**src/rtl/keypad_pkg.sv**
```systemverilog
// Shared types and constants for the matrix-keypad front end.
// Latency: n/a (declarations and pure helper functions only).
// Backpressure: n/a.
package keypad_pkg;

  localparam int KP_ROWS = 4;
  localparam int KP_COLS = 4;

  // Operator codes handed to the calculator control FSM
  localparam logic [2:0] OP_NONE = 3'd0;
  localparam logic [2:0] OP_ADD  = 3'd2;
  localparam logic [2:0] OP_SUB  = 3'd3;
  localparam logic [2:0] OP_EQ   = 3'd4;

  // Scanner states: free-running scan, confirming a press, waiting for release
  typedef enum logic [1:0] {
    ST_SCAN     = 2'd0,
    ST_DEBOUNCE = 2'd1,
    ST_HELD     = 2'd2
  } scan_state_t;

  // True when exactly one column line is active
  function automatic logic is_single(input logic [KP_COLS-1:0] v);
    return ($countones(v) == 1);
  endfunction

  // Index of the highest active column line (only meaningful for a single bit)
  function automatic logic [1:0] col_index(input logic [KP_COLS-1:0] v);
    logic [1:0] idx;
    idx = '0;
    for (int i = 0; i < KP_COLS; i++) begin
      if (v[i]) idx = 2'(i);
    end
    return idx;
  endfunction

endpackage

```
**src/rtl/keypad_keymap.sv**
```systemverilog
// Key position {row, col} to calculator event decode for the selected base.
// Latency: purely combinational.
// Backpressure: none; valid=0 for an unsupported base so nothing is emitted.
module keypad_keymap
  import keypad_pkg::*;
#(
  parameter int BASE = 10
) (
  input  logic [1:0] row,
  input  logic [1:0] col,
  output logic [3:0] value,
  output logic [2:0] op,
  output logic       is_digit,
  output logic       valid
);

  // Table lookup; calculator layout rows are "1 2 3 A / 4 5 6 B / 7 8 9 C / * 0 # D"
  always_comb begin
    value    = '0;
    op       = OP_NONE;
    is_digit = 1'b0;
    valid    = 1'b0;
    if (BASE == 16) begin
      value    = {row, col};
      is_digit = 1'b1;
      valid    = 1'b1;
    end else if (BASE == 10) begin
      valid    = 1'b1;
      is_digit = 1'b1;
      case ({row, col})
        4'd0:    value = 4'd1;
        4'd1:    value = 4'd2;
        4'd2:    value = 4'd3;
        4'd3:    begin op = OP_ADD; is_digit = 1'b0; end
        4'd4:    value = 4'd4;
        4'd5:    value = 4'd5;
        4'd6:    value = 4'd6;
        4'd7:    begin op = OP_SUB; is_digit = 1'b0; end
        4'd8:    value = 4'd7;
        4'd9:    value = 4'd8;
        4'd10:   value = 4'd9;
        4'd11:   value = 4'd12;
        4'd12:   value = 4'd14;
        4'd13:   value = 4'd0;
        4'd14:   begin op = OP_EQ; is_digit = 1'b0; end
        default: value = 4'd13;
      endcase
    end
  end

endmodule

```
**src/rtl/keypad_scanner.sv**
```systemverilog
// 4x4 keypad scan, debounce and decode into a one-deep valid/ready event register.
// Latency: event valid on the edge after the DEBOUNCE-th matching dwell sample.
// Backpressure: an event arriving while one is pending and unaccepted is dropped; overrun latches.
module keypad_scanner
  import keypad_pkg::*;
#(
  parameter int SCAN_DIV = 1000,
  parameter int DEBOUNCE = 4,
  parameter int BASE     = 10
) (
  input  logic               clk,
  input  logic               rst,
  input  logic [KP_COLS-1:0] col_sense,
  output logic [KP_ROWS-1:0] row_drive,
  output logic               key_valid,
  input  logic               key_ready,
  output logic [3:0]         key_value,
  output logic [2:0]         key_op,
  output logic               key_is_digit,
  output logic               overrun,
  input  logic               overrun_clr
);

  localparam int DW = $clog2(SCAN_DIV);
  localparam int CW = $clog2(DEBOUNCE + 1);
  localparam logic [DW-1:0] DWELL_LAST = DW'(SCAN_DIV - 1);
  localparam logic [CW-1:0] CNT_TARGET = CW'(DEBOUNCE);

  logic [KP_COLS-1:0] sync1, sync2;
  logic [DW-1:0]      dwell_cnt;
  logic               sample_tick;

  scan_state_t        state, state_nxt;
  logic [1:0]         row_idx, row_nxt;
  logic [KP_COLS-1:0] cap_col, cap_nxt;
  logic [CW-1:0]      cnt, cnt_nxt;
  logic               emit;

  logic [3:0]         map_value;
  logic [2:0]         map_op;
  logic               map_digit;
  logic               map_valid;

  // Two-flop synchroniser for the asynchronous column lines
  always_ff @(posedge clk) begin
    if (rst) begin
      sync1 <= '0;
      sync2 <= '0;
    end else begin
      sync1 <= col_sense;
      sync2 <= sync1;
    end
  end

  // Dwell counter; the last clock of each dwell is the sample point
  always_ff @(posedge clk) begin
    if (rst) begin
      dwell_cnt <= '0;
    end else if (sample_tick) begin
      dwell_cnt <= '0;
    end else begin
      dwell_cnt <= dwell_cnt + DW'(1);
    end
  end

  assign sample_tick = (dwell_cnt == DWELL_LAST);
  assign row_drive   = KP_ROWS'(1) << row_idx;

  // Emission only happens with the key's row driven and its single column sampled,
  // so the live row and sampled column address the decoder directly.
  keypad_keymap #(.BASE(BASE)) u_keymap (
    .row      (row_idx),
    .col      (col_index(sync2)),
    .value    (map_value),
    .op       (map_op),
    .is_digit (map_digit),
    .valid    (map_valid)
  );

  // Scan FSM state, current row, captured column and match/release count
  always_ff @(posedge clk) begin
    if (rst) begin
      state   <= ST_SCAN;
      row_idx <= '0;
      cap_col <= '0;
      cnt     <= '0;
    end else begin
      state   <= state_nxt;
      row_idx <= row_nxt;
      cap_col <= cap_nxt;
      cnt     <= cnt_nxt;
    end
  end

  // Next-state decisions, evaluated only on the dwell sample clock
  always_comb begin
    state_nxt = state;
    row_nxt   = row_idx;
    cap_nxt   = cap_col;
    cnt_nxt   = cnt;
    emit      = 1'b0;
    if (sample_tick) begin
      case (state)
        ST_SCAN: begin
          if (is_single(sync2)) begin
            cap_nxt = sync2;
            if (CNT_TARGET == CW'(1)) begin
              emit      = map_valid;
              state_nxt = ST_HELD;
              cnt_nxt   = '0;
            end else begin
              state_nxt = ST_DEBOUNCE;
              cnt_nxt   = CW'(1);
            end
          end else begin
            row_nxt = row_idx + 2'd1;
          end
        end
        ST_DEBOUNCE: begin
          if (sync2 == cap_col) begin
            if (cnt + CW'(1) == CNT_TARGET) begin
              emit      = map_valid;
              state_nxt = ST_HELD;
              cnt_nxt   = '0;
            end else begin
              cnt_nxt = cnt + CW'(1);
            end
          end else begin
            state_nxt = ST_SCAN;
            row_nxt   = row_idx + 2'd1;
            cnt_nxt   = '0;
          end
        end
        ST_HELD: begin
          if (sync2 == '0) begin
            if (cnt + CW'(1) == CNT_TARGET) begin
              state_nxt = ST_SCAN;
              row_nxt   = row_idx + 2'd1;
              cnt_nxt   = '0;
            end else begin
              cnt_nxt = cnt + CW'(1);
            end
          end else begin
            cnt_nxt = '0;
          end
        end
        default: begin
          state_nxt = ST_SCAN;
          cnt_nxt   = '0;
        end
      endcase
    end
  end

  // One-deep event register with sticky overrun; an accept frees the slot for a same-cycle load
  always_ff @(posedge clk) begin
    if (rst) begin
      key_valid    <= 1'b0;
      key_value    <= '0;
      key_op       <= OP_NONE;
      key_is_digit <= 1'b0;
      overrun      <= 1'b0;
    end else begin
      if (emit && (!key_valid || key_ready)) begin
        key_valid    <= 1'b1;
        key_value    <= map_value;
        key_op       <= map_op;
        key_is_digit <= map_digit;
      end else if (key_valid && key_ready) begin
        key_valid <= 1'b0;
      end
      if (emit && key_valid && !key_ready) begin
        overrun <= 1'b1;
      end else if (overrun_clr) begin
        overrun <= 1'b0;
      end
    end
  end

endmodule

```
**config.mk**
```make
export PLATFORM = sky130hd
export DESIGN_NAME = keypad_scanner
export DESIGN_NICKNAME = d
export VERILOG_FILES = /design/src/rtl/keypad_pkg.sv /design/src/rtl/keypad_keymap.sv /design/src/rtl/keypad_scanner.sv
export SDC_FILE = /design/constraint.sdc
export NUM_CORES = 1
export LEC_CHECK = 0
export CELL_PAD_IN_SITES_DETAIL_PLACEMENT = 1
export CELL_PAD_IN_SITES_GLOBAL_PLACEMENT = 1
export CORE_ASPECT_RATIO = 1.1
export CORE_MARGIN = 3
export CORE_UTILIZATION = 38
export DETAILED_ROUTE_END_ITERATION = 10
export GPL_TIMING_DRIVEN = 0
export PLACE_DENSITY_LB_ADDON = 0.1
export SYNTH_ARGS = -nofsm -noshare
export SYNTH_HDL_FRONTEND = slang
export SYNTH_SLANG_ARGS = --single-unit
```
**constraint.sdc**
```tcl
create_clock -name clk -period 2.93 [get_ports clk]
set_clock_uncertainty 0.1 [all_clocks]
set_input_delay 0.7325 -clock clk [delete_from_list [all_inputs] [get_ports clk]]
set_output_delay 0.7325 -clock clk [all_outputs]
set_load 0.1 [all_outputs]
```
======== Word-level counts from Yosys, hierarchy flattened ========
Cells that the tools add are included.
word-level totals
  flip-flop bits (word level) ............. 39
  bits of input ports ..................... 8
  output and inout port bits .............. 14
  word-level logic and storage cells ...... 95
cells by class
  $add $sub $neg .......................... 6
  equal/unequal tests ..................... 26
  shift operators ......................... 1
  mux-type cells .......................... 30
  reduce and logical (&&, ||, !) cells .... 20
operators with widths
  cell                     number
  $pmux W4 S12             1
  $eq A4 B4 Y1 const B     7
  $mux W2                  11
  $pmux W3 S3              2
  $eq A4 B3 Y1 const B     4
  $mux W3                  4
  $pmux W2 S3              2
  $add A10 B1 Y10 const B  1
  $eq A10 B10 Y1 const B   1
  $mux W1                  10
  $ne A2 B2 Y1 const B     5
  $eq A4 B2 Y1 const B     2
  $logic_not A4 Y1         2
  $reduce_and A6 Y1        1
  $reduce_and A5 Y1        1
  $add A1 B1 Y2            2
  $eq A4 B1 Y1 const B     1
  $eq A4 B4 Y1             1
  $logic_and A1 B1 Y1      4
  $reduce_bool A2 Y1       2
  $reduce_or A4 Y1         1
  $shl A1 B2 Y4 const A    1
  $add A2 B2 Y3            1
  $add A3 B1 Y3 const B    1
  14 further kinds         15

======== Longest topological paths before layout ========
Gate-level depths: netlist of run 1.
  depth after elaboration ................. 9
  gate-level depth with buffers ........... 11

======== Hierarchy ========
From an unflattened synthesis of run 1, not the netlist that was laid out.
second synthesis, totals
  cells, all modules ...................... 227
  area, all modules ....................... 2047.0 um^2
by module, submodules not included
  module          instances  cells each  area an instance (um^2)
  keypad_scanner  1          200         1840.5
  keypad_keymap   1          27          206.4

======== Worst setup path after synthesis of run 1 ========
OpenSTA, ideal clock, no wires.
  kind .................................... register -> register
  start point ............................. register sync2[1]
  end point ............................... register row_idx[1]
  setup time .............................. 128 ps
  arrival ................................. 2581 ps
  required time ........................... 2702 ps
  setup slack ............................. 121 ps
  cell stages (with the launch flop) ...... 12
  buffers on the path ..................... 1
  path through ............................ dfxtp_1 > clkbuf_1 > inv_1 > fa_1 > inv_1 > ha_1 > ha_1 > or3b_2 > o21a_1 > o2111a_1 > mux2i_1 > nor2_1
on the way
  word-level cells in the longest chain between the ends .. 5
  elaborated cells on any way between the ends .. 9
  classes of those cells .................. 2 x add/sub; 5 x eq/ne; 2 x reduce/logical
ends and longest elaborated chain
  element                                 line                  text
  start, declared                         keypad_scanner.sv:29  logic [KP_COLS-1:0] sync1, sync2;
  start signal, assigned                  keypad_scanner.sv:51  sync2 <= sync1;
  $add A1 B1 Y2 (not written as such)     keypad_pkg.sv:24      return ($countones(v) == 1);
  $add A2 B2 Y3 (not written as such)     keypad_pkg.sv:24
  $eq A3 B1 Y1                            keypad_pkg.sv:24
  $ne A2 B2 Y1 (no source line)           n/a
  $reduce_and A6 Y1 (no source line) (*)  n/a
  end signal, assigned                    keypad_scanner.sv:89  row_idx <= row_nxt;
  end, declared                           keypad_scanner.sv:34  logic [1:0] row_idx, row_nxt;
Mark *: on every way between the ends. The rest lies on a longest branch, timed or not.
A chain may end at the register's enable or synchronous reset.

======== Final worst setup path of run 1 ========
  start point ............................. register sync2[3]
  end point ............................... register row_idx[1]
Same word-level chain as after synthesis.

==> results.md, run 1 <==
Layout:
- The number of fill cells in the layout is 619.
- With fillers left out, the area of the finished cells amounts to 2402 µm².
- Cells with a size suffix above 1 make up 8.949% of the layout.
- The antenna diode instance count is 0.
- After the last flow step, the layout net total stands at 275.
- Summing all multi-input logic gate instances after layout gives 1164 µm².
- Compared with the post-synthesis result, the final layout area differs by 19.40%.
- In the layout the commonest cells are sky130_fd_sc_hd__dfxtp_1 (38), sky130_fd_sc_hd__nor2_1 (26), sky130_fd_sc_hd__nor2b_1 (17), sky130_fd_sc_hd__clkdlybuf4s50_1 (17).
- In the final layout, flip-flops and latches occupy 782.0 µm².
- The commonest non-fill, non-tap cell in the layout is sky130_fd_sc_hd__dfxtp_1.

Worst setup path:
- The data arrival time of the worst path is 2.84 ns.
- The critical path goes through buf_6 -> inv_1 -> fa_1 -> inv_1 -> ha_1 -> ha_1 -> or3b_4 -> o21a_1 -> o2111a_1 -> mux2i_1 -> nor2_1.
- The largest individual stage delay along the critical path comes from the cell sky130_fd_sc_hd__fa_1.
- The number of buffers and inverters on the critical path is 3.
- The required time of the critical path is 2.99 ns.
- The startpoint type of the worst setup path is a register.
- The delay of the slowest cell on the worst path is 0.48 ns.
- Of all nets on the critical path, the largest fanout is 10.
- The cell family contributing the most delay on the critical path is adder cells.
- The critical path class is reg2reg.
- STA classifies the critical path endpoint as a register.

Clock tree:
- The number of hold buffers added after CTS was 0.
- The clock buffer count from CTS is 5.
- The clock-pin slew of the registers on the worst-case setup and hold paths is 0.08 ns.
- TritonCTS built the clock tree.
- The clock insertion delay at the later pin of the skew report is 0.28 ns.
- The H-tree was split into 2 levels.
- The total setup buffers inserted after CTS is 0.
- No sink is reached through more buffers than the 2 on the longest clock path.
- The sink count of the clock tree is 39.
- In this run the clock root is driven by a sky130_fd_sc_hd__clkbuf_8.

Floorplan:
- For this configuration, the core starts out at a cell density of 39.70%.
- The die height is 82.32 µm.
- After floorplanning, the core was divided into 27 placement rows.
- The full die area is 6204 µm².
- The region available for standard cell placement spans 5067 µm².
- The number of primary I/O pins is 22.
- From left edge to right edge, the die measures 75.38 µm.

Timing:
- The measured slew at the worst slew-check pin is 0.9689 ns.
- Headroom to the max-slew limit came out at 35.21%.
- In the post-route analysis, the smallest setup slack over all paths is 0.1577 ns.
- Setup repair after global routing left no endpoint under its margin.
- The highest clock frequency the design can meet is 0.3607 GHz.
- After layout, the minimum clock period comes to 2.772 ns.
- Adding up every negative setup slack in the final design gives 0 ns.
- Setup violations remaining at the end of the flow were counted as 0.
- The final hold violation count is 0.
- In the finished design, the share of the clock period the worst path needs comes to 94.62%.
- The number of slew-limit violations in the final report came to 0.

Routing:
- The number of optimization iterations in the first detailed-route pass is 4.
- The residual antenna-violating net count after detailed routing is 0.
- The routed layout has 1632 vias.
- In the routed layout, each cell is associated on average with a via count of 5.181.
- In the final routed layout, each cell accounts on average for 13.98 µm.
- Wires add up to 4405 µm.
- After detailed routing, the number of remaining DRC violations is 0.
- The DRC marker count from the first detailed-route iteration is 76.

Global route:
- The via count of the first global-routing pass was 1600.
- The first-pass GRT wire length is 7686 µm.
- The maximum number of pins on one net before global-route repair is 13.
- The overall overflow remaining after global route is 0.
- Global routing consumed, over all layers together, 15.96% of the routing resources.
- The initial antenna violation count is 0.

Logic synthesis:
- The synthesized design contains 0 enable-type register cells.
- During synthesis, Yosys emitted a total of 0 warnings.
- After synthesis the cells add up to 2012 µm².
- The synthesized area per cell is 8.786 µm².
- The sequential area share after synthesis is 38.81%.
- For this run, asynchronously set or reset flops after synthesis account for 0%.
- The number of distinct library cells after synthesis is 46.
- The number of nets produced by synthesis is 248.
- The main flop type after synthesis is sky130_fd_sc_hd__dfxtp_1.
- The number of standard cells after synthesis is 229.
- The register bit count reported by yosys is 39.

Job:
- Across the run, the number of max-cap violations was 0.

Status:
- The flow ran to the end, and the final reports show no timing, DRC or antenna violations.

Placement:
- Detailed placement finished with a half-perimeter wire length of 3333 µm.
- In this run the cell area measured after placement is 2295 µm².
- The congestion estimate from routability-driven global placement came to 0.8285.
- The count of input and output buffers is 21.
- At the placement stage, the worst setup path has a slack of -0.1940 ns.

Worst hold path:
- The worst hold path belongs to the class reg2reg.

Pwr:
- IR analysis of the VDD net gives a maximum drop of 227.8 µV.
- The static leakage is 0.0009897 µW.
- After layout, the design draws a total of 966.9 µW.
- Dividing total power by cell area gives a power density of 402.5 nW/µm².
## synthesized netlist by cell type (2+ instances only)
cell type                   number  area (µm²)
sky130_fd_sc_hd__inv_1          13       48.80
sky130_fd_sc_hd__nor2_1         26       97.59
sky130_fd_sc_hd__clkbuf_1        7       26.28
sky130_fd_sc_hd__buf_2           2       10.01
sky130_fd_sc_hd__nor2b_1        17       106.4
sky130_fd_sc_hd__dfxtp_1        39       780.8
sky130_fd_sc_hd__or2_2           2       12.51
sky130_fd_sc_hd__xor2_1          6       52.55
sky130_fd_sc_hd__o22ai_1         2       12.51
sky130_fd_sc_hd__a21oi_1        10       50.05
sky130_fd_sc_hd__mux2_1          4       45.04
sky130_fd_sc_hd__o2111ai_1       2       17.52
sky130_fd_sc_hd__nand2b_1       13       81.33
sky130_fd_sc_hd__nand3_1         7       35.03
sky130_fd_sc_hd__xnor2_1         3       26.28
sky130_fd_sc_hd__mux2i_1         9       90.09
sky130_fd_sc_hd__nand3b_1        3       22.52
sky130_fd_sc_hd__o21ai_0         7       35.03
sky130_fd_sc_hd__nand2_1        10       37.54
sky130_fd_sc_hd__nor3_1          5       25.02
sky130_fd_sc_hd__or3_1           3       18.77
sky130_fd_sc_hd__and3_1          3       18.77
sky130_fd_sc_hd__and2_1          2       12.51
sky130_fd_sc_hd__nor4_1          3       18.77
sky130_fd_sc_hd__ha_1           10       125.1
## stage by stage
step           utilization [%]  instances  hold WS, ns
2_1_floorplan                -        229       0.3138
3_3_place_gp             45.28        308       0.3199
3_5_place_dp             45.28        308       0.3278
4_1_cts                  47.09        315       0.3474
5_1_grt                  47.41        315       0.3547
6_report                 47.41        315       0.3441
## cell type report
class | instances | share of cell area [%]
timing repair buffer | 21 | 8.698
buffer | 9 | 1.771
inverter | 13 | 2.031
tap | 58 | 3.021
clock inverter | 3 | 0.6250
clock buffer | 5 | 2.865
multi-input combinational | 167 | 48.44
sequential | 39 | 32.55
## path summary, 6_finish.rpt
check,to,slack (ns),cells past startpoint,start
min,sync2[3],0.34,1,sync1[3]
max reg2reg,row_idx[1],0.16,11,sync2[3]
max,row_idx[1],0.16,11,sync2[3]
min reg2reg,sync2[3],0.34,1,sync1[3]
## worst register-to-register path, cell delays in order (launching register included)
cell	delay, ns
sky130_fd_sc_hd__dfxtp_1	0.36
sky130_fd_sc_hd__buf_6	0.15
sky130_fd_sc_hd__inv_1	0.08
sky130_fd_sc_hd__fa_1	0.48
sky130_fd_sc_hd__inv_1	0.04
sky130_fd_sc_hd__ha_1	0.17
sky130_fd_sc_hd__ha_1	0.27
sky130_fd_sc_hd__or3b_4	0.42
sky130_fd_sc_hd__o21a_1	0.20
sky130_fd_sc_hd__o2111a_1	0.16
sky130_fd_sc_hd__mux2i_1	0.16
sky130_fd_sc_hd__nor2_1	0.05
## flip-flops by register name, summed over array words and instances, names as in the netlist, 3 cells and up
name	count
key_op	3
cap_col	4
sync1	4
dwell_cnt	10
key_value	4
cnt	3
sync2	4
## repair_timing
item                                    4_1_cts  5_1_grt
gates resized for setup                       8        7
endpoints found under the setup margin       14       12
hold endpoints to repair                      0        0
## power by group
group / internal (µW) / switching, µW
logic: 33.4 / 37.4
registers: 538 / 7.10
clock network: 163 / 188
## per-layer routing
layer	GRT usage [%]	vias to the layer above	part of all wire, %
met4	4.196	0	0.89
met5	0	-	0
met2	26.68	15	49
met1	20.75	776	48
li1	-	836	-
met3	3.269	5	2.0
## logic make-up (layout without fill, tap and decap cells)
kind of cell	Yosys count	after routing	share of synthesized area, %
xor+xnor	9	9	3.918
compound gates	32	32	10.39
flops	39	39	38.81
simple gates	102	102	28.55
buf+inv	23	51	4.416
fa+ha+maj	11	11	7.214
mux	13	13	6.716
(Power assumes the default switching activity.)
==> inputs of run 2 (changes only) <==
CORE_UTILIZATION = 45   (was 38)
clock period = 3.3 ns   (was 2.93 ns; I/O delays follow)
==> results.md, run 2 (same netlist as run 1, synthesis figures left out) <==
Floorplan:
- The number of primary I/O pins is 22 (unchanged).
- The die height is 76.13 µm (was 82.32 µm).
- The area of the core is 4144 µm² (was 5067 µm²).
- The width of the chip is 69.76 µm (was 75.38 µm).
- The full die area came to 5310 µm² (was 6204 µm²).
- The initial core utilization is 48.55% (was 39.70%).
- The number of core rows is 24 (was 27).

Global route:
- The overall fraction of global-route tracks in use came to 18.47% (was 15.96%).
- The first-pass GRT wire length is 7962 µm (was 7686 µm).
- The via count of the first global-routing pass is 1713 (was 1600).
- The overall overflow remaining after global route is 0 (unchanged).
- The initial antenna violation count is 0 (unchanged).
- The maximum number of pins on one net before global-route repair is 13 (unchanged).

Routing:
- The DRC marker count from the first detailed-route iteration was 61 (was 76).
- The residual antenna-violating net count after detailed routing is 0 (unchanged).
- The mean number of vias per cell is 5.424 (was 5.181).
- The number of optimization iterations in the first detailed-route pass is 4 (unchanged).
- The number of DRC violations after detailed routing is 0 (unchanged).
- The total via count in the routed design is 1676 (was 1632).
- The routed wirelength normalized by instance count is 14.77 µm (was 13.98 µm).
- The total routed wirelength is 4563 µm (was 4405 µm).

Worst setup path:
- The register-to-register setup slack is 0.26 ns (was 0.16 ns).
- The startpoint type of the worst setup path is a register (unchanged).
- The data arrival time of the worst path was 2.20 ns (was 2.84 ns).
- The reg-to-reg critical path endpoint was state[1] (was row_idx[1]).
- The critical path class is reg2out (was reg2reg).
- The required time of the critical path came to 2.37 ns (was 2.99 ns).
- The reg-to-reg startpoint is sync2[3] (unchanged).
- The depth of the worst register-to-register path came to 11 (unchanged).
- The critical-path maximum fanout is 6 (was 10).
- The endpoint kind of the worst setup timing path was an output port (was register).

Clock tree:
- The root buffer cell is sky130_fd_sc_hd__clkbuf_8 (unchanged).
- The clock-pin slew of the registers on the worst-case setup and hold paths is 0.08 ns (about the same).
- The number of gates resized after cts is 0 (was 8).
- The clock insertion delay at the later pin of the skew report came to 0.30 ns (was 0.28 ns).
- The total setup buffers inserted after CTS is 0 (unchanged).
- The sink count of the clock tree was 39 (unchanged).
- The level count of the clock H-tree was 2 (unchanged).
- The cts-stage hold buffer count was 0 (unchanged).
- The buffer depth of the longest clock path is 2 (unchanged).
- The clock buffer count from CTS is 5 (unchanged).
- The clock tree from TritonCTS is yes (unchanged).

Layout:
- The layout overhead on the synthesized area is 19.34% (was 19.40%).
- Highest-count cells in the layout ignoring fill and taps: sky130_fd_sc_hd__dfxtp_1 (39), sky130_fd_sc_hd__nor2_1 (26), sky130_fd_sc_hd__clkdlybuf4s50_1 (21) (was sky130_fd_sc_hd__dfxtp_1 (38), sky130_fd_sc_hd__nor2_1 (26), sky130_fd_sc_hd__nor2b_1 (17), sky130_fd_sc_hd__clkdlybuf4s50_1 (17)).
- The antenna diode instance count was 0 (unchanged).
- The register bank with the most flops is dwell_cnt (unchanged).
- The final design utilization came to 57.94% (was 47.41%).
- The net count reported at finish is 275 (unchanged).
- The commonest non-fill, non-tap cell in the layout is sky130_fd_sc_hd__dfxtp_1 (unchanged).
- The share of final-layout standard cells stronger than drive strength 1 is 6.615% (was 8.949%).
- The number of flip-flops under the largest register name was 10 (unchanged).

Timing:
- After layout, the minimum clock period comes to 3.121 ns.
- The number of slew-limit violations in the final report is 0 (unchanged).
- The final sum of negative setup slack was 0 ns (unchanged).
- The worst slew margin relative to its limit was 34.69% (was 35.21%).
- The final hold violation count is 0 (unchanged).
- The measured slew at the worst slew-check pin is 0.9765 ns (was 0.9689 ns).
- Setup repair after global routing missed its margin: false (unchanged).
- The worst hold-check slack is 0.3386 ns (was 0.3441 ns).
- Dividing the final minimum period by the clock period gives 94.58%.
- Derived from the worst setup path, the maximum achievable clock frequency is 0.3204 GHz.
- The number of setup violations in the final report was 0 (unchanged).

Worst hold path:
- The depth of the worst hold-timing path is 1 (unchanged).
- The type of the most critical hold path is reg2reg (unchanged).
- The end point of the worst hold path is sync2[3] (unchanged).
- The worst hold path startpoint is sync1[3] (unchanged).

Pwr:
- The ratio of total power to cell area is 398.8 nW/µm² (was 402.5 nW/µm²).
- The worst supply voltage drop on vdd is 244.4 µV (was 227.8 µV).
- The sequential cell fraction of total power is 50.5% (was 56.4%).
- The switching portion of total power is 21.71% (was 24.02%).
- The reported net switching power is 207.9 µW (was 232.2 µW).
- The fraction of power consumed by the clock network was 43.2% (was 36.3%).
- The internal power of the cells is 749.7 µW (was 734.7 µW).
- The power share of the combinational group is 6.2% (was 7.3%).
- The static leakage is 0.0009663 µW (was 0.0009897 µW).

Placement:
- The detailed-placement wirelength estimate came to 3346 µm (was 3333 µm).
- The count of input and output buffers is 21 (unchanged).
- The weighted congestion reported at the end of routability-driven placement came to 0.7787 (was 0.8285).

Job:
- The total of max-cap violations came to 0 (unchanged).

Status:
- Result of the run: completed (unchanged).
-- run 2: changes by cell type in the layout (fill, tap and decap cells not counted), sizes merged --
cell           before  now
clkinv              3    1
bufinv              0    1
clkbuf             11   12
dlymetal6s2s        1    0
dlygate4sd2         3    0
clkdlybuf4s50      17   21
-- run 2: layout make-up --
class | instances | area, µm²
inverters | 13 | 48.80
well taps | 52 | 65.06
plain buffers | 9 | 36.28
fillers | 504 | 1743
flip-flops and latches | 39 | 780.7
multi-input cells | 167 | 1142
clock inverters | 2 | 35.03
clock buffers | 6 | 82.58
repair buffers | 21 | 210.2
-- run 2: power groups by stage --
stage	Combinational (µW)	Sequential (µW)	Clock (µW)
2_1_floorplan	39.9	493	0
3_3_place_gp	59.1	494	0
3_5_place_dp	61.7	494	0
4_1_cts	62.5	483	426
5_1_grt	69.4	485	444
6_report	59.6	484	414
-- run 2: worst max path at each step --
| stage | slack [ns] | startpoint | depth (start not counted) | end |
|---|---|---|---|---|
| 6_report | 0.18 | row_idx[0] | 3 | row_drive[0] |
| 5_1_grt | 0.09 | row_idx[0] | 2 | row_drive[3] |
| 4_1_cts | 0.15 | sync2[1] | 11 | state[1] |
| 3_5_place_dp | 0.17 | sync2[1] | 11 | state[1] |
| 3_3_place_gp | 0.24 | sync2[1] | 11 | state[1] |
| 2_1_floorplan | 0.49 | sync2[1] | 11 | row_idx[1] |
-- run 2: metrics by stage --
| step | total power [µW] | instance area (µm²) | cells | setup WS [ns] |
|---|---|---|---|---|
| final | 957.6 | 2401 | 309 | 0.1789 |
| after global routing | 998.3 | 2401 | 309 | 0.08713 |
| after CTS | 971.5 | 2405 | 310 | 0.1494 |
| after detailed placement | 556.2 | 2287 | 302 | 0.1690 |
| after global placement | 552.9 | 2287 | 302 | 0.2391 |
| after floorplan | 532.6 | 2012 | 229 | 0.4912 |
-- run 2: routing by layer --
| layer | global-route usage, % | part of all wire (%) | wire [µm] |
|---|---|---|---|
| met5 | 0 | 0 | 0 |
| met4 | 6.322 | 1.4 | 65 |
| met3 | 3.562 | 2.1 | 98 |
| met2 | 32.63 | 51 | 2307 |
| met1 | 22.23 | 46 | 2091 |
-- run 2: critical path: stages, from the launching register on --
cell                              delay (ns)
sky130_fd_sc_hd__dfxtp_1                0.35
sky130_fd_sc_hd__inv_1                  0.09
sky130_fd_sc_hd__ha_1                   0.28
sky130_fd_sc_hd__clkdlybuf4s50_1        1.18
==> inputs of run 3 (changes only) <==
CAP_MARGIN = 40   (was unset)
==> results.md, run 3 (same netlist as run 1, synthesis figures left out) <==
Layout:
- The commonest non-fill, non-tap cell in the layout is sky130_fd_sc_hd__dfxtp_1 (unchanged).
- The register bank with the most flops is dwell_cnt (unchanged).
- The antenna diode instance count is 0 (unchanged).
- The register area is 780.7 µm² (unchanged).
- Highest-count cells in the layout ignoring fill and taps: sky130_fd_sc_hd__dfxtp_1 (39), sky130_fd_sc_hd__nor2_1 (26), sky130_fd_sc_hd__clkdlybuf4s50_1 (21) (unchanged).
- The layout overhead on the synthesized area is 29.54% (was 19.34%).
- The net count reported at finish is 289 (was 275).
- The share of final-layout standard cells stronger than drive strength 1 is 11.44% (was 6.615%).
- The number of fill cells in the layout is 483 (was 504).
- The final instance area came to 2606 µm² (was 2401 µm²).
- The number of flip-flops under the largest register name is 10 (unchanged).
- The final design utilization is 62.89% (was 57.94%).
- The combined area of the multi-input logic cells came to 1142 µm² (unchanged).

Clock tree:
- The cts-stage hold buffer count is 0 (unchanged).
- The clock insertion delay at the later pin of the skew report is 0.30 ns (about the same).
- The root buffer cell is sky130_fd_sc_hd__clkbuf_8 (unchanged).
- The clock tree from TritonCTS is yes (unchanged).
- The total setup buffers inserted after CTS is 0 (unchanged).
- The sink count of the clock tree is 39 (unchanged).
- The clock buffer count from CTS is 5 (unchanged).
- The level count of the clock H-tree is 2 (unchanged).
- The number of gates resized after cts is 0 (unchanged).
- The clock-pin slew of the registers on the worst-case setup and hold paths was 0.08 ns (about the same).
- The buffer depth of the longest clock path is 2 (unchanged).

Worst setup path:
- The endpoint kind of the worst setup timing path is a register (was output port).
- The reg-to-reg startpoint is sync2[3] (unchanged).
- The required time of the critical path is 3.37 ns (was 2.37 ns).
- The worst-path cell with the longest stage delay is sky130_fd_sc_hd__or3b_2 (was sky130_fd_sc_hd__clkdlybuf4s50_1).
- The delay of the slowest cell on the worst path is 0.53 ns (was 1.18 ns).
- The startpoint type of the worst setup path is a register (unchanged).
- The register-to-register setup slack is 0.21 ns (was 0.26 ns).
- Sequence of cells on the critical path: buf_2 -> inv_1 -> fa_1 -> inv_1 -> ha_1 -> ha_1 -> or3b_2 -> nor2_1 -> nand2_1 -> mux2i_1 -> nor2_1 (was inv_1 -> ha_1 -> clkdlybuf4s50_1).
- The reg-to-reg critical path endpoint is cap_col[1] (was state[1]).
- The data arrival time of the worst path was 3.16 ns (was 2.20 ns).
- The critical path class was reg2reg (was reg2out).
- The depth of the worst register-to-register path is 11 (unchanged).
- The critical-path maximum fanout was 10 (was 6).

Pwr:
- The worst supply voltage drop on vdd is 219.3 µV (was 244.4 µV).
- The power share of the combinational group is 6.5% (was 6.2%).
- The switching portion of total power is 23.61% (was 21.71%).
- The ratio of total power to cell area is 366.9 nW/µm² (was 398.8 nW/µm²).
- The sequential cell fraction of total power is 50.6% (was 50.5%).
- The fraction of power consumed by the clock network is 42.9% (was 43.2%).
- The internal power of the cells is 730.5 µW (was 749.7 µW).
- The reported net switching power was 225.8 µW (was 207.9 µW).
- The static leakage came to 0.001064 µW (was 0.0009663 µW).

Global route:
- The maximum number of pins on one net before global-route repair is 14 (was 13).
- The first-pass GRT wire length is 9128 µm (was 7962 µm).
- The overall overflow remaining after global route was 0 (unchanged).
- The overall fraction of global-route tracks in use is 21.63% (was 18.47%).
- The via count of the first global-routing pass came to 1908 (was 1713).
- The initial antenna violation count is 0 (unchanged).

Floorplan:
- The die height is 76.13 µm (unchanged).
- The number of core rows was 24 (unchanged).
- The area of the core is 4144 µm² (unchanged).
- The full die area came to 5310 µm² (unchanged).
- The initial core utilization is 48.55% (unchanged).
- The number of primary I/O pins is 22 (unchanged).
- The width of the chip is 69.76 µm (unchanged).

Job:
- The total of max-cap violations is 0 (unchanged).

Timing:
- The final sum of negative setup slack is 0 ns (unchanged).
- The time the final worst path needs with I/O delays and setup is 3.089 ns (was 3.121 ns).
- Setup repair after global routing missed its margin: false (unchanged).
- The final hold violation count is 0 (unchanged).
- The worst hold-check slack came to 0.3460 ns (was 0.3386 ns).
- The worst slew margin relative to its limit is 62.35% (was 34.69%).
- The measured slew at the worst slew-check pin was 0.5647 ns (was 0.9765 ns).
- The number of slew-limit violations in the final report came to 0 (unchanged).
- The number of setup violations in the final report is 0 (unchanged).
- The highest clock frequency the design can meet is 0.3237 GHz (was 0.3204 GHz).
- The final period utilization is 93.61% (was 94.58%).

Placement:
- The detailed-placement wirelength estimate came to 3887 µm (was 3346 µm).
- The weighted congestion reported at the end of routability-driven placement was 0.7787 (unchanged).
- The count of input and output buffers was 21 (unchanged).
- The post-detailed-placement cell area is 2497 µm² (was 2287 µm²).

Worst hold path:
- The worst hold path startpoint was sync1[0] (was sync1[3]).
- The depth of the worst hold-timing path is 1 (unchanged).
- The end point of the worst hold path is sync2[0] (was sync2[3]).
- The type of the most critical hold path is reg2reg (unchanged).

Routing:
- The number of optimization iterations in the first detailed-route pass is 4 (unchanged).
- The routed wirelength normalized by instance count came to 16.84 µm (was 14.77 µm).
- The mean number of vias per cell was 5.461 (was 5.424).
- The number of DRC violations after detailed routing is 0 (unchanged).
- The DRC marker count from the first detailed-route iteration came to 71 (was 61).
- The residual antenna-violating net count after detailed routing is 0 (unchanged).
- The total via count in the routed design is 1764 (was 1676).
- The total routed wirelength is 5438 µm (was 4563 µm).

Status:
- Result of the run: completed (unchanged).
-- run 3: cell count changes in the layout (fill, tap and decap cells not counted) --
cell / delta
sky130_fd_sc_hd__clkinv_4: +1
sky130_fd_sc_hd__buf_8: +14
sky130_fd_sc_hd__clkbuf_8: -1
-- run 3: critical path: cells and delay by family, from the launching register on --
family	cells	cell delay [ns]
adders and majority gates	3	0.94
muxes	1	0.25
and+or+nand+nor	4	0.93
DFF	1	0.36
buffers and inverters	3	0.39
-- run 3: layout make-up --
type	count	share of cell area [%]
flip-flops and latches	39	29.96
repair buffers	35	16.13
multi-input cells	167	43.83
inverters	13	1.872
plain buffers	9	1.392
clock buffers	5	2.640
clock inverters	3	1.680
well taps	52	2.496
-- run 3: power by group through the flow --
stage          sequential [µW]  clock (µW)  combinational [µW]
4_1_cts                    483         415                63.2
3_3_place_gp               494           0                59.1
3_5_place_dp               494           0                62.9
5_1_grt                    485         433                68.9
6_report                   484         410                61.8
2_1_floorplan              493           0                39.9
-- run 3: worst max path at each step --
stage | from | end | cells past startpoint
finish | sync2[3] | cap_col[1] | 11
global route | sync2[3] | cnt[1] | 11
CTS | sync2[1] | cap_col[1] | 11
detailed placement | sync2[1] | cap_col[3] | 11
global placement | sync2[1] | state[1] | 11
floorplan | sync2[1] | row_idx[1] | 11
-- run 3: per-layer routing --
metal	track usage, %	share of wire (%)	vias up
met2	40.55	54	20
met4	8.429	1.9	0
met1	23.64	42	872
met3	4.090	2.1	9
li1	-	-	863
met5	0	0	-
-- run 3: per-stage QoR --
stage | instances | setup slack (ns) | power, µW
after floorplan | 229 | 0.4912 | 532.6
after global placement | 302 | 0.2391 | 552.9
after detailed placement | 316 | 0.1195 | 557.3
after CTS | 324 | 0.09375 | 961.3
after global routing | 323 | 0.05067 | 987.6
final | 323 | 0.2108 | 956.3
